===== config.mk =====
export PLATFORM = sky130hd
export DESIGN_NAME = base58_ascii_decoder
export DESIGN_NICKNAME = d
export VERILOG_FILES = /design/src/rtl/base58_ascii_decoder.sv
export SDC_FILE = /design/constraint.sdc
export NUM_CORES = 1
export LEC_CHECK = 0
export CORE_MARGIN = 2
export CORE_UTILIZATION = 39
export CTS_CLUSTER_SIZE = 28
export DETAILED_ROUTE_END_ITERATION = 10
export PLACE_DENSITY = 0.69
export SYNTH_ARGS = -nofsm -noshare
export SYNTH_HDL_FRONTEND = slang
export SYNTH_SLANG_ARGS = --single-unit

===== constraint.sdc =====
create_clock -name clk -period 7.1 [get_ports clk]
set_input_delay 2.13 -clock clk [delete_from_list [all_inputs] [get_ports clk]]
set_output_delay 2.13 -clock clk [all_outputs]
set_load 0.01 [all_outputs]

===== src/rtl/base58_ascii_decoder.sv =====
// base58_ascii_decoder: streaming base-58 ASCII digit decoder.
// Accepts one character per cycle, most-significant digit first, and accumulates
// acc*58 + d. It reports the binary value, or an error code, on a held
// valid/ready output. It is the inverse of the 8-bit-to-base-58 ASCII converter.
module base58_ascii_decoder #(
  parameter int WIDTH      = 16,
  parameter int MAX_DIGITS = 3
) (
  input  logic             clk,
  input  logic             rst,
  input  logic             in_valid,
  output logic             in_ready,
  input  logic [7:0]       in_char,
  input  logic             in_last,
  output logic             out_valid,
  input  logic             out_ready,
  output logic [WIDTH-1:0] out_value,
  output logic             out_error,
  output logic [1:0]       out_err_code,
  output logic [3:0]       out_count
);

  localparam int EXT = WIDTH + 6;

  localparam logic [EXT-1:0] BASE58 = EXT'(58);
  localparam logic [3:0]     MAX_CNT = 4'(MAX_DIGITS);

  localparam logic [1:0] ERR_NONE     = 2'b00;
  localparam logic [1:0] ERR_INVALID  = 2'b01;
  localparam logic [1:0] ERR_OVERFLOW = 2'b10;
  localparam logic [1:0] ERR_TOO_MANY = 2'b11;

  typedef enum logic [1:0] {
    IDLE  = 2'd0,
    ACCUM = 2'd1,
    SKIP  = 2'd2,
    DONE  = 2'd3
  } state_t;

  state_t state, state_next;

  logic [WIDTH-1:0] acc;
  logic [3:0]       count;
  logic [1:0]       err_code;

  logic             accept;
  logic [5:0]       digit;
  logic             digit_ok;
  logic [WIDTH-1:0] acc_base;
  logic [EXT-1:0]   acc_next;
  logic             overflow;
  logic [3:0]       count_next;
  logic [1:0]       err_next;

  // Map an ASCII character onto its base-58 digit value. The low six bits of
  // each alphabet range differ from the digit value by a fixed offset, so a
  // 6-bit add is enough once the full byte has been range-checked.
  always_comb begin
    digit    = 6'd0;
    digit_ok = 1'b0;
    if (in_char >= 8'd48 && in_char <= 8'd57) begin
      digit    = in_char[5:0] - 6'd48;
      digit_ok = 1'b1;
    end else if (in_char >= 8'd65 && in_char <= 8'd90) begin
      digit    = in_char[5:0] + 6'd9;
      digit_ok = 1'b1;
    end else if (in_char >= 8'd97 && in_char <= 8'd118) begin
      digit    = in_char[5:0] + 6'd3;
      digit_ok = 1'b1;
    end
  end

  // Next accumulator, count and error code for the character on the input.
  // The first error of a frame sticks, and SKIP never adds new errors.
  always_comb begin
    accept     = in_valid && in_ready;
    acc_base   = (state == IDLE) ? '0 : acc;
    acc_next   = {6'd0, acc_base} * BASE58 + {{WIDTH{1'b0}}, digit};
    overflow   = |acc_next[EXT-1:WIDTH];
    count_next = (count == 4'd15) ? 4'd15 : count + 4'd1;
    err_next   = err_code;
    if (err_code == ERR_NONE && state != SKIP) begin
      if (!digit_ok) begin
        err_next = ERR_INVALID;
      end else if (overflow) begin
        err_next = ERR_OVERFLOW;
      end else if (count_next > MAX_CNT) begin
        err_next = ERR_TOO_MANY;
      end
    end
  end

  // State register.
  always_ff @(posedge clk or posedge rst) begin
    if (rst) begin
      state <= IDLE;
    end else begin
      state <= state_next;
    end
  end

  // Next-state logic and in_ready, which is decoded from the state and rst only.
  always_comb begin
    state_next = state;
    in_ready   = !rst && (state != DONE);
    case (state)
      IDLE, ACCUM: begin
        if (accept) begin
          if (in_last) begin
            state_next = DONE;
          end else if (err_next != ERR_NONE) begin
            state_next = SKIP;
          end else begin
            state_next = ACCUM;
          end
        end
      end
      SKIP: begin
        if (accept && in_last) begin
          state_next = DONE;
        end
      end
      DONE: begin
        if (out_ready) begin
          state_next = IDLE;
        end
      end
      default: state_next = IDLE;
    endcase
  end

  // Frame bookkeeping and the registered result. The result is captured on
  // the final accept and then held until the consumer takes it.
  always_ff @(posedge clk or posedge rst) begin
    if (rst) begin
      acc          <= '0;
      count        <= 4'd0;
      err_code     <= ERR_NONE;
      out_valid    <= 1'b0;
      out_value    <= '0;
      out_error    <= 1'b0;
      out_err_code <= ERR_NONE;
      out_count    <= 4'd0;
    end else if (state == DONE) begin
      if (out_ready) begin
        out_valid <= 1'b0;
        acc       <= '0;
        count     <= 4'd0;
        err_code  <= ERR_NONE;
      end
    end else if (accept) begin
      if (state != SKIP) begin
        acc <= acc_next[WIDTH-1:0];
      end
      count    <= count_next;
      err_code <= err_next;
      if (in_last) begin
        out_valid    <= 1'b1;
        out_count    <= count_next;
        out_err_code <= err_next;
        out_error    <= (err_next != ERR_NONE);
        out_value    <= (err_next != ERR_NONE) ? '0 : acc_next[WIDTH-1:0];
      end
    end
  end

endmodule


* Yosys cells after proc, flatten, opt, wreduce, memory -nomap -nowiden *
Index checks and enable logic that the tools add are counted.

cells by class
  multiply operators = 1
  multiplexer cells = 32
  magnitude comparators = 7
  shift operators = 0
  eq/ne operators = 9
  divide/modulo/power cells = 0
  bitwise gates (word level) = 1
  $add $sub $neg = 5
  reduce and logical (&&, ||, !) cells = 21

operator list
  operator                                                                             number
  16-bit two-way mux                                                                   6
  22-bit by 6-bit adder with 22-bit output                                             1
  2-bit two-way mux                                                                    11
  16-bit by 5-bit multiplier with 21-bit output, second input constant                 1
  6-bit two-way mux                                                                    3
  8-bit by 7-bit greater-or-equal comparator with 1-bit output, second input constant  2
  8-bit by 7-bit <= comparator with 1-bit output, second input constant                2
  4-bit two-way mux                                                                    4
  3-bit AND reduction                                                                  4
  2-bit inequality test, second input constant                                         5
  8-bit by 6-bit greater-or-equal comparator with 1-bit output, second input constant  1
  8-bit by 6-bit <= comparator with 1-bit output, second input constant                1
  2-bit nonzero test                                                                   4
  1-bit logical AND                                                                    7
  1-bit two-way mux                                                                    7
  6-bit by 2-bit adder with 6-bit output, second input constant                        1
  6-bit by 4-bit adder with 6-bit output, second input constant                        1
  2-bit case mux with 3 select lines                                                   1
  6-bit OR reduction                                                                   1
  6-bit subtractor, second input constant                                              1
  4-bit by 1-bit adder with 4-bit output, second input constant                        1
  2-bit == test, second input constant                                                 2
  4-bit == test, second input constant                                                 1
  4-bit by 2-bit greater-than comparator with 1-bit output, second input constant      1
  6 further kinds                                                                      7

storage, ports and cells
  memories = 0
  bits in latches = 0
  register bits after elaboration = 48
  input bits = 13
  bits in writable memories = 0
  memory bits (read-only) = 0
  word-level logic and storage cells = 85
  output and inout bits = 25

* Longest topological paths before layout *
Gate-level depths: netlist of run 1.

  depth after elaboration = 15
  gate-level depth with buffers = 24
  gate-level depth less buffers = 23

* Worst setup path before layout of run 1 *
OpenSTA, ideal clock, no wires.

  path kind = input port to flip-flop
  start point = input port in_char[1]
  end point = register out_value[3]
  buffers on the path = 1
  library setup time = 104 ps
  slack = 669 ps
  data required time = 6,996 ps
  arrival = 6,327 ps
  stages on the path = 20
  cells stage by stage = inv_1 ha_1 nor4b_1 a2111oi_2 nor4_1 a21oi_1 o21ai_0 ha_1 fa_1 a21o_1 a21oi_1 nor2b_1 o2111ai_1 nor4_2 a31o_1 a2111oi_2 o211ai_2 o221a_4 buf_6 o41ai_2

between the ends
  cells in the longest elaborated chain, start to end = 12
  elaborated cells between the ends (all ways) = 25
  those cells by class = add/sub: 4; order compare: 6; mux: 10; reduce/logical: 5

ends and longest elaborated chain
  element                                                                                                                         RTL line  RTL
  start, declared                                                                                                                 13        input logic [7:0] in_char,
  8-bit by 7-bit greater-or-equal comparator with 1-bit output or 8-bit by 7-bit <= comparator with 1-bit output (tied branches)  67        end else if (in_char >= 8'd97 && in_char <= 8'd118) begin
  1-bit logical AND                                                                                                               67
  6-bit two-way mux                                                                                                               67
  6-bit two-way mux                                                                                                               64        end else if (in_char >= 8'd65 && in_char <= 8'd90) begin
  6-bit two-way mux                                                                                                               61        if (in_char >= 8'd48 && in_char <= 8'd57) begin
  22-bit by 6-bit adder with 22-bit output                                                                                        78        acc_next = {6'd0, acc_base} * BASE58 + {{WIDTH{1'b0}}, digit};
  6-bit OR reduction                                                                                                              79        overflow = |acc_next[EXT-1:WIDTH];
  2-bit two-way mux                                                                                                               85        end else if (overflow) begin
  2-bit two-way mux                                                                                                               83        if (!digit_ok) begin
  2-bit two-way mux                                                                                                               82        if (err_code == ERR_NONE && state != SKIP) begin
  2-bit nonzero test                                                                                                              162       out_value <= (err_next != ERR_NONE) ? '0 : acc_next[WIDTH-1:0];
  16-bit two-way mux *                                                                                                            162
  end signal, assigned                                                                                                            162
  end, declared                                                                                                                   17        output logic [WIDTH-1:0] out_value,

Mark *: on every way between the ends. The rest lies on a longest branch, timed or not.
A chain may end at the register's enable or synchronous reset.

* Worst setup path after layout of run 1 *
  start point = input port in_char[0]
  end point = register out_error

between the ends
  cells in the longest elaborated chain, start to end = 11
  elaborated cells between the ends (all ways) = 24
  those cells by class = add/sub: 4; order compare: 6; mux: 9; reduce/logical: 5

ends and longest elaborated chain
  element                                                                                                                         RTL line  RTL
  8-bit by 7-bit greater-or-equal comparator with 1-bit output or 8-bit by 7-bit <= comparator with 1-bit output (tied branches)  67
  1-bit logical AND                                                                                                               67
  6-bit two-way mux                                                                                                               67
  6-bit two-way mux                                                                                                               64
  6-bit two-way mux                                                                                                               61
  22-bit by 6-bit adder with 22-bit output                                                                                        78
  6-bit OR reduction                                                                                                              79
  2-bit two-way mux                                                                                                               85
  2-bit two-way mux *                                                                                                             83
  2-bit two-way mux *                                                                                                             82
  2-bit nonzero test *                                                                                                            161       out_error <= (err_next != ERR_NONE);
  end signal, assigned                                                                                                            161
  end, declared                                                                                                                   18        output logic out_error,

Marks and branches as above.

==> flow_summary.toml, run 1 <==
[detailed_routing]
drt-initial-drc-count = 320
drt_pass1_iterations = 8
drt-total-wl_um = 12400
antenna_left = 0
via_count = 4552
drc = 0
via_per_inst = 5.61
post_drt_wl_per_cell_um = 15.3

[clock_network]
holdBufCountCts = 0
cts.clk_slew.worst_paths_ps = 70
cts.sinks = 48
root_buffer = "clkbuf_16"
cts.htree.levels = 2
clock_latency_ps = 290
cts_tree = "built"
clk_path_buf_depth = 2
cts_buffers = 5

[final_layout]
fin_area_mm2 = 0.00598
antenna_cells = 0
nets = 726
register_area_mm2 = 0.00120
utilization_pct = 47.0
final_common_cell = "nand2_1"
final_layout_size_suffix_gt1_share_pct = 11.6
final_cell_mix = "65 x nand2_1, 57 x inv_1, 57 x ha_1"
fillers = 1225
syn_to_final_growth_pct = 17.1
multiInputGateArea_mm2 = 0.00366

[sta]
finalHoldViolCount = 0
slew_headroom_pct = 28.4
fmaxAchievable_mhz = 146
final_max_slew_viol_count = 0
worst_clock_skew_ps = 7.97
setup_slack_ps = 260
whs_ps = 489
setup_viol = 0
period_needed_ps = 6840
fin_crit_sh_pct = 96.3
worst_pin_slew_ps = 1070

[min_path]
min_path_type = "reg2reg"

[global_route]
grt_max_degree = 49
grt_pass1_wl_um = 21200
grt_overflow = 0
antenna_found_initial = 0
grt_usage_pct = 17.8
grt_pass1_vias = 4571

[logic_synthesis]
ys_seq_area_share_pct = 23.5
avgSynthCellArea_um2 = 8.56
synth_seq_cells = 48
synth_area_mm2 = 0.00511
async_flop_share_pct = 100
syn_inst = 597
synthesis.nets = 685
synth.distinct_cells = 70
synth-edff-count = 0
synth-main-ff-cell = "dfrtp_1"
yosysWarnings = 0

[power]
ir_drop_v = 0.000231
powerDensity_mw_per_mm2 = 430
leakage_nw = 2.86

[critical_path]
critPathSlowestCell = "clkdlybuf4s50_1"
rrSetupSlack_ps = 1130
critical_path.endpoint = "out_error"
reg2reg_to = "out_error"
cp-startpoint = "in_char[0]"
required_ps = 7270
critPathTopFamily = "compound AO/OA/AOI/OAI gates"
end_kind = "flop"
critPathBufInv = 3
max_stage_delay_ps = 510
worstRegToRegCells = 19
rr_startpoint = "state[0]"
crit_path_start_kind = "input port"
path_cells = "clkdlybuf4s50_1 -> inv_1 -> ha_1 -> nor4b_4 -> buf_4 -> a2111oi_4 -> nand3_1 -> a21oi_1 -> o21ai_0 -> xnor2_1 -> o21ai_1 -> ha_1 -> nand4b_1 -> nand2_1 -> nand4_1 -> nor4_2 -> nand3_1 -> a2111oi_2 -> o211ai_2 -> o221a_4 -> o32a_1"
critPathKind = "in2reg"
worst-path-max-fanout = 9
arrival_ps = 7010
path_depth = 21

[die]
dieArea_mm2 = 0.0140
pin_count = 38
core_area_mm2 = 0.0127
start_util_pct = 40.2
rows = 41
die_h_um = 118
fp.dieW_um = 118

[placed_design]
io_buffers = 37
routabilityCongestion = 0.877
hpwl_um = 9400
dpl_cell_area_mm2 = 0.00574
place_ws_ps = -247

[outcome]
status = "finished, final reports clean"

[job]
maxCapViolations = 0
## worst min-delay path by stage
stage                    to         start  slack, ps  cells past startpoint
6_report       out_count[1]  out_count[1]        490                      2
4_1_cts        out_count[0]  out_count[0]        490                      2
3_3_place_gp      out_valid     out_valid        460                      2
5_1_grt        out_count[0]  out_count[0]        520                      2
3_5_place_dp      out_valid     out_valid        470                      2
2_1_floorplan       acc[15]       acc[15]        460                      2
## worst register-to-register path: stages, from the launching register on
cell	delay [ps]
dfrtp_1	490
or2_2	530
and2_1	240
ha_1	180
or2_2	290
ha_1	270
ha_1	320
a31o_2	240
ha_1	330
and3_1	220
a221oi_2	460
nor3_1	130
a311oi_2	530
nor4_2	100
buf_4	170
and3_1	160
a311oi_1	320
o211ai_2	200
o221a_4	330
o32a_1	340
## where the power goes
group	internal (W)	switching, W
clock network	0.000139	0.0000980
registers	0.000374	0.000124
logic	0.000701	0.00114
## timing repair
action	in CTS	in global routing
setup endpoints to repair	0	22
gates resized for setup	0	14
setup buffers	0	1
## sequential cells by signal, indices dropped and copies added (netlist names)
name,flops
acc,16
out_value,16
count,4
out_count,4
err_code,2
out_err_code,2
state,2
out_error,1
out_valid,1
## layer usage
metal / part of all wire (%) / vias up / global-route usage (%)
li1: - / 2217 / -
met1: 45 / 2185 / 24.1
met2: 48 / 127 / 30.2
met3: 4.8 / 23 / 1.64
met4: 1.8 / 0 / 5.06
met5: 0 / - / 0
## cell usage after synthesis (all sizes together) (2+ instances only)
library cell / instances / share of area [%]
a2111oi: 3 / 0.76
a211oi: 2 / 0.39
a21o: 7 / 1.0
a21oi: 38 / 3.7
a221oi: 3 / 0.76
a22o: 3 / 0.51
a311oi: 4 / 0.81
a31o: 5 / 0.86
a31oi: 5 / 0.61
and2: 12 / 1.5
and3: 8 / 0.98
buf: 6 / 0.81
clkbuf: 21 / 1.5
dfrtp: 48 / 24
fa: 18 / 7.1
ha: 57 / 14
inv: 58 / 4.3
nand2: 65 / 4.8
nand3: 28 / 2.7
nand3b: 3 / 0.44
nand4: 6 / 0.73
nor2: 33 / 2.4
nor2b: 2 / 0.24
nor3: 3 / 0.29
nor3b: 3 / 0.44
nor4: 3 / 0.49
o211ai: 6 / 1.2
o21a: 3 / 0.44
o21ai: 51 / 5.0
o221a: 2 / 0.61
o221ai: 3 / 0.64
o31ai: 2 / 0.39
o32a: 2 / 0.39
o41ai: 12 / 3.8
or2: 3 / 0.37
or3: 6 / 0.73
or4: 3 / 0.44
xnor2: 21 / 3.6
xor2: 21 / 3.6
## cell type report
class | count | area share [%]
multi-input cells | 465 | 61.1
flip-flops and latches | 48 | 20.1
repair buffers | 60 | 9.07
inverters | 58 | 3.64
well taps | 172 | 3.60
clock buffers | 6 | 2.32
clock inverters | 2 | 0.167
## through the flow
step	instances	power (W)	setup TNS, ps
floorplan	597	0.00179	0
global placement	801	0.00220	-26.6
detailed placement	801	0.00225	-3210
CTS	809	0.00251	0
global route	811	0.00281	-21.2
finish	811	0.00257	0
## cell families (layout without fill, tap and decap cells)
family          Yosys count  count (layout)  share of synthesized area, %
compound gates          164             165                          24.2
xor+xnor                 42              42                          7.20
fa+ha+maj                75              75                          21.0
buf+inv                  85             126                          6.61
flops                    48              48                          23.5
mux                       1               1                         0.220
simple gates            182             182                          17.2
Note: power is estimated with default switching activity, not from simulation.
==> run 2: changes to the inputs <==
--- a/config.mk
+++ b/config.mk
@@ -5,11 +5,13 @@
 export SDC_FILE = /design/constraint.sdc
 export NUM_CORES = 1
 export LEC_CHECK = 0
+export CELL_PAD_IN_SITES_DETAIL_PLACEMENT = 0
+export CELL_PAD_IN_SITES_GLOBAL_PLACEMENT = 1
 export CORE_MARGIN = 2
 export CORE_UTILIZATION = 39
 export CTS_CLUSTER_SIZE = 28
 export DETAILED_ROUTE_END_ITERATION = 10
-export PLACE_DENSITY = 0.69
+export PLACE_DENSITY = 0.83
 export SYNTH_ARGS = -nofsm -noshare
 export SYNTH_HDL_FRONTEND = slang
 export SYNTH_SLANG_ARGS = --single-unit
==> run 2 against run 1 <==
  * Cell area grew 0.52%
  * Sequential share of layout area fell by 0.10 points
  * Wire length rose by 3.0%
  * Clock skew down 1.8 ps
  * Total power increased by 1.6%
  * Register-to-register slack better by 50 ps
  * Clock power hardly changed
  * Critical endpoint is now out_value[7]
  * Largest power group unchanged
==> flow_summary.toml, run 2 (same netlist as run 1, synthesis figures left out) <==
[min_path]
min_path_type = "reg2reg"

[detailed_routing]
antenna_left = 0
drt-total-wl_um = 12800
drc = 0
post_drt_wl_per_cell_um = 15.7
drt_pass1_iterations = 4
via_count = 4512
via_per_inst = 5.54
drt-initial-drc-count = 263

[power]
leakage_nw = 2.88
p_seq_share_pct = 19.1
intPower_w = 0.00124
p_total_w = 0.00261
swShare_pct = 52.6
pwr-share-clk_pct = 9.1
ir_drop_v = 0.000224
comb_power_share_pct = 71.8
power_switching_w = 0.00137
powerDensity_mw_per_mm2 = 435

[sta]
setup_viol = 0
whs_ps = 484
worst_clock_skew_ps = 6.17
tns_ps = 0
slew_headroom_pct = 29.6
worst_pin_slew_ps = 1050
fin_crit_sh_pct = 95.7
period_needed_ps = 6800
final_max_slew_viol_count = 0
fmaxAchievable_mhz = 147
finalHoldViolCount = 0

[clock_network]
root_buffer = "clkbuf_16"
cts_setup_buffers = 0
ctsResizeCount = 0
clock_latency_ps = 280
cts.htree.levels = 2
cts.clk_slew.worst_paths_ps = 60
cts.sinks = 48
holdBufCountCts = 0
cts_tree = "built"
clk_path_buf_depth = 2
cts_buffers = 5

[critical_path]
critPathSlowestCell = "clkdlybuf4s50_1"
critPathKind = "in2reg"
end_kind = "flop"
required_ps = 7270
crit_path_start_kind = "input port"
path_cells = "clkdlybuf4s50_1 -> inv_1 -> ha_1 -> nor4b_4 -> nor3b_1 -> a21oi_1 -> nor2_2 -> nand2_1 -> buf_4 -> o221ai_1 -> nor2_1 -> a31oi_1 -> ha_1 -> a21o_1 -> a21oi_1 -> nand2_1 -> nand4_1 -> nor4_4 -> nand3_1 -> a2111oi_2 -> o211ai_2 -> o221a_4 -> buf_12 -> o41ai_2"
arrival_ps = 6970
max_stage_delay_ps = 470
worst-path-max-fanout = 11

[die]
dieArea_mm2 = 0.0140
start_util_pct = 40.2
die_h_um = 118
rows = 41
fp.dieW_um = 118
core_area_mm2 = 0.0127
pin_count = 38

[final_layout]
final_cell_count_no_fill = 815
final_layout_size_suffix_gt1_share_pct = 11.5
antenna_cells = 0
fillers = 1246
reg_top3 = "acc: 16 flops, out_value: 16 flops"
nets = 730
final_cell_mix = "65 x nand2_1, 57 x inv_1, 57 x ha_1"
utilization_pct = 47.3
final_common_cell = "nand2_1"
syn_to_final_growth_pct = 17.7

[global_route]
grt_overflow = 0
antenna_found_initial = 0
grt_pass1_vias = 4614
grt_pass1_wl_um = 22000
grt_max_degree = 49
grt_usage_pct = 18.6

[placed_design]
hpwl_um = 9870
placed_cells = 807
routabilityCongestion = 0.909
io_buffers = 37

[outcome]
status = "finished, final reports clean"

[job]
maxCapViolations = 0
run 2: path summary, 6_finish.rpt:
check                           cells after the start               to        from  slack [ps]
worst min register to register                      2        out_valid   out_valid         480
min in group asynchronous                           2  out_err_code[0]         rst        2440
max in group asynchronous                           2    out_value[15]         rst        4030
worst min-delay path                                2        out_valid   out_valid         480
worst max-delay path                               24     out_value[7]  in_char[1]         300
worst max register to register                     20     out_value[7]    state[0]        1180
run 2: final cells by class:
type / instances / area [um^2] / share of cell area [%]
clock buffers: 7 / 143 / 2.37
clock inverters: 1 / 7.51 / 0.125
inverters: 58 / 218 / 3.62
multi-input cells: 464 / 3640 / 60.4
flip-flops and latches: 48 / 1200 / 20.0
well taps: 172 / 215 / 3.58
repair buffers: 65 / 596 / 9.90
run 2: per-layer routing:
layer,share of wire (%),vias up,track usage [%]
li1,-,2209,-
met1,48,2205,25.5
met2,49,91,32.0
met3,3.0,7,1.79
met4,0.44,0,3.65
met5,0,-,0
run 2: critical path, delay by kind of cell:
family                     cells  cell delay, ps
adders and majority gates      2             610
AOI/OAI and AO/OA              9            1760
buffers and inverters          4             810
and+or+nand+nor                9            1640
run 2: through the flow:
step | area (um^2) | worst slack [ps]
after floorplan | 5110 | 669
after global placement | 5810 | -7.23
after detailed placement | 5810 | -220
after CTS | 5960 | 62.2
after global routing | 6020 | -3.02
final | 6020 | 304
run 2: power groups by stage:
stage          clock, W  sequential, W  combinational, W
2_1_floorplan         0       0.000461           0.00133
6_report       0.000238       0.000500           0.00188
4_1_cts        0.000244       0.000498           0.00184
3_3_place_gp          0       0.000497           0.00177
5_1_grt        0.000253       0.000516           0.00210
3_5_place_dp          0       0.000502           0.00182
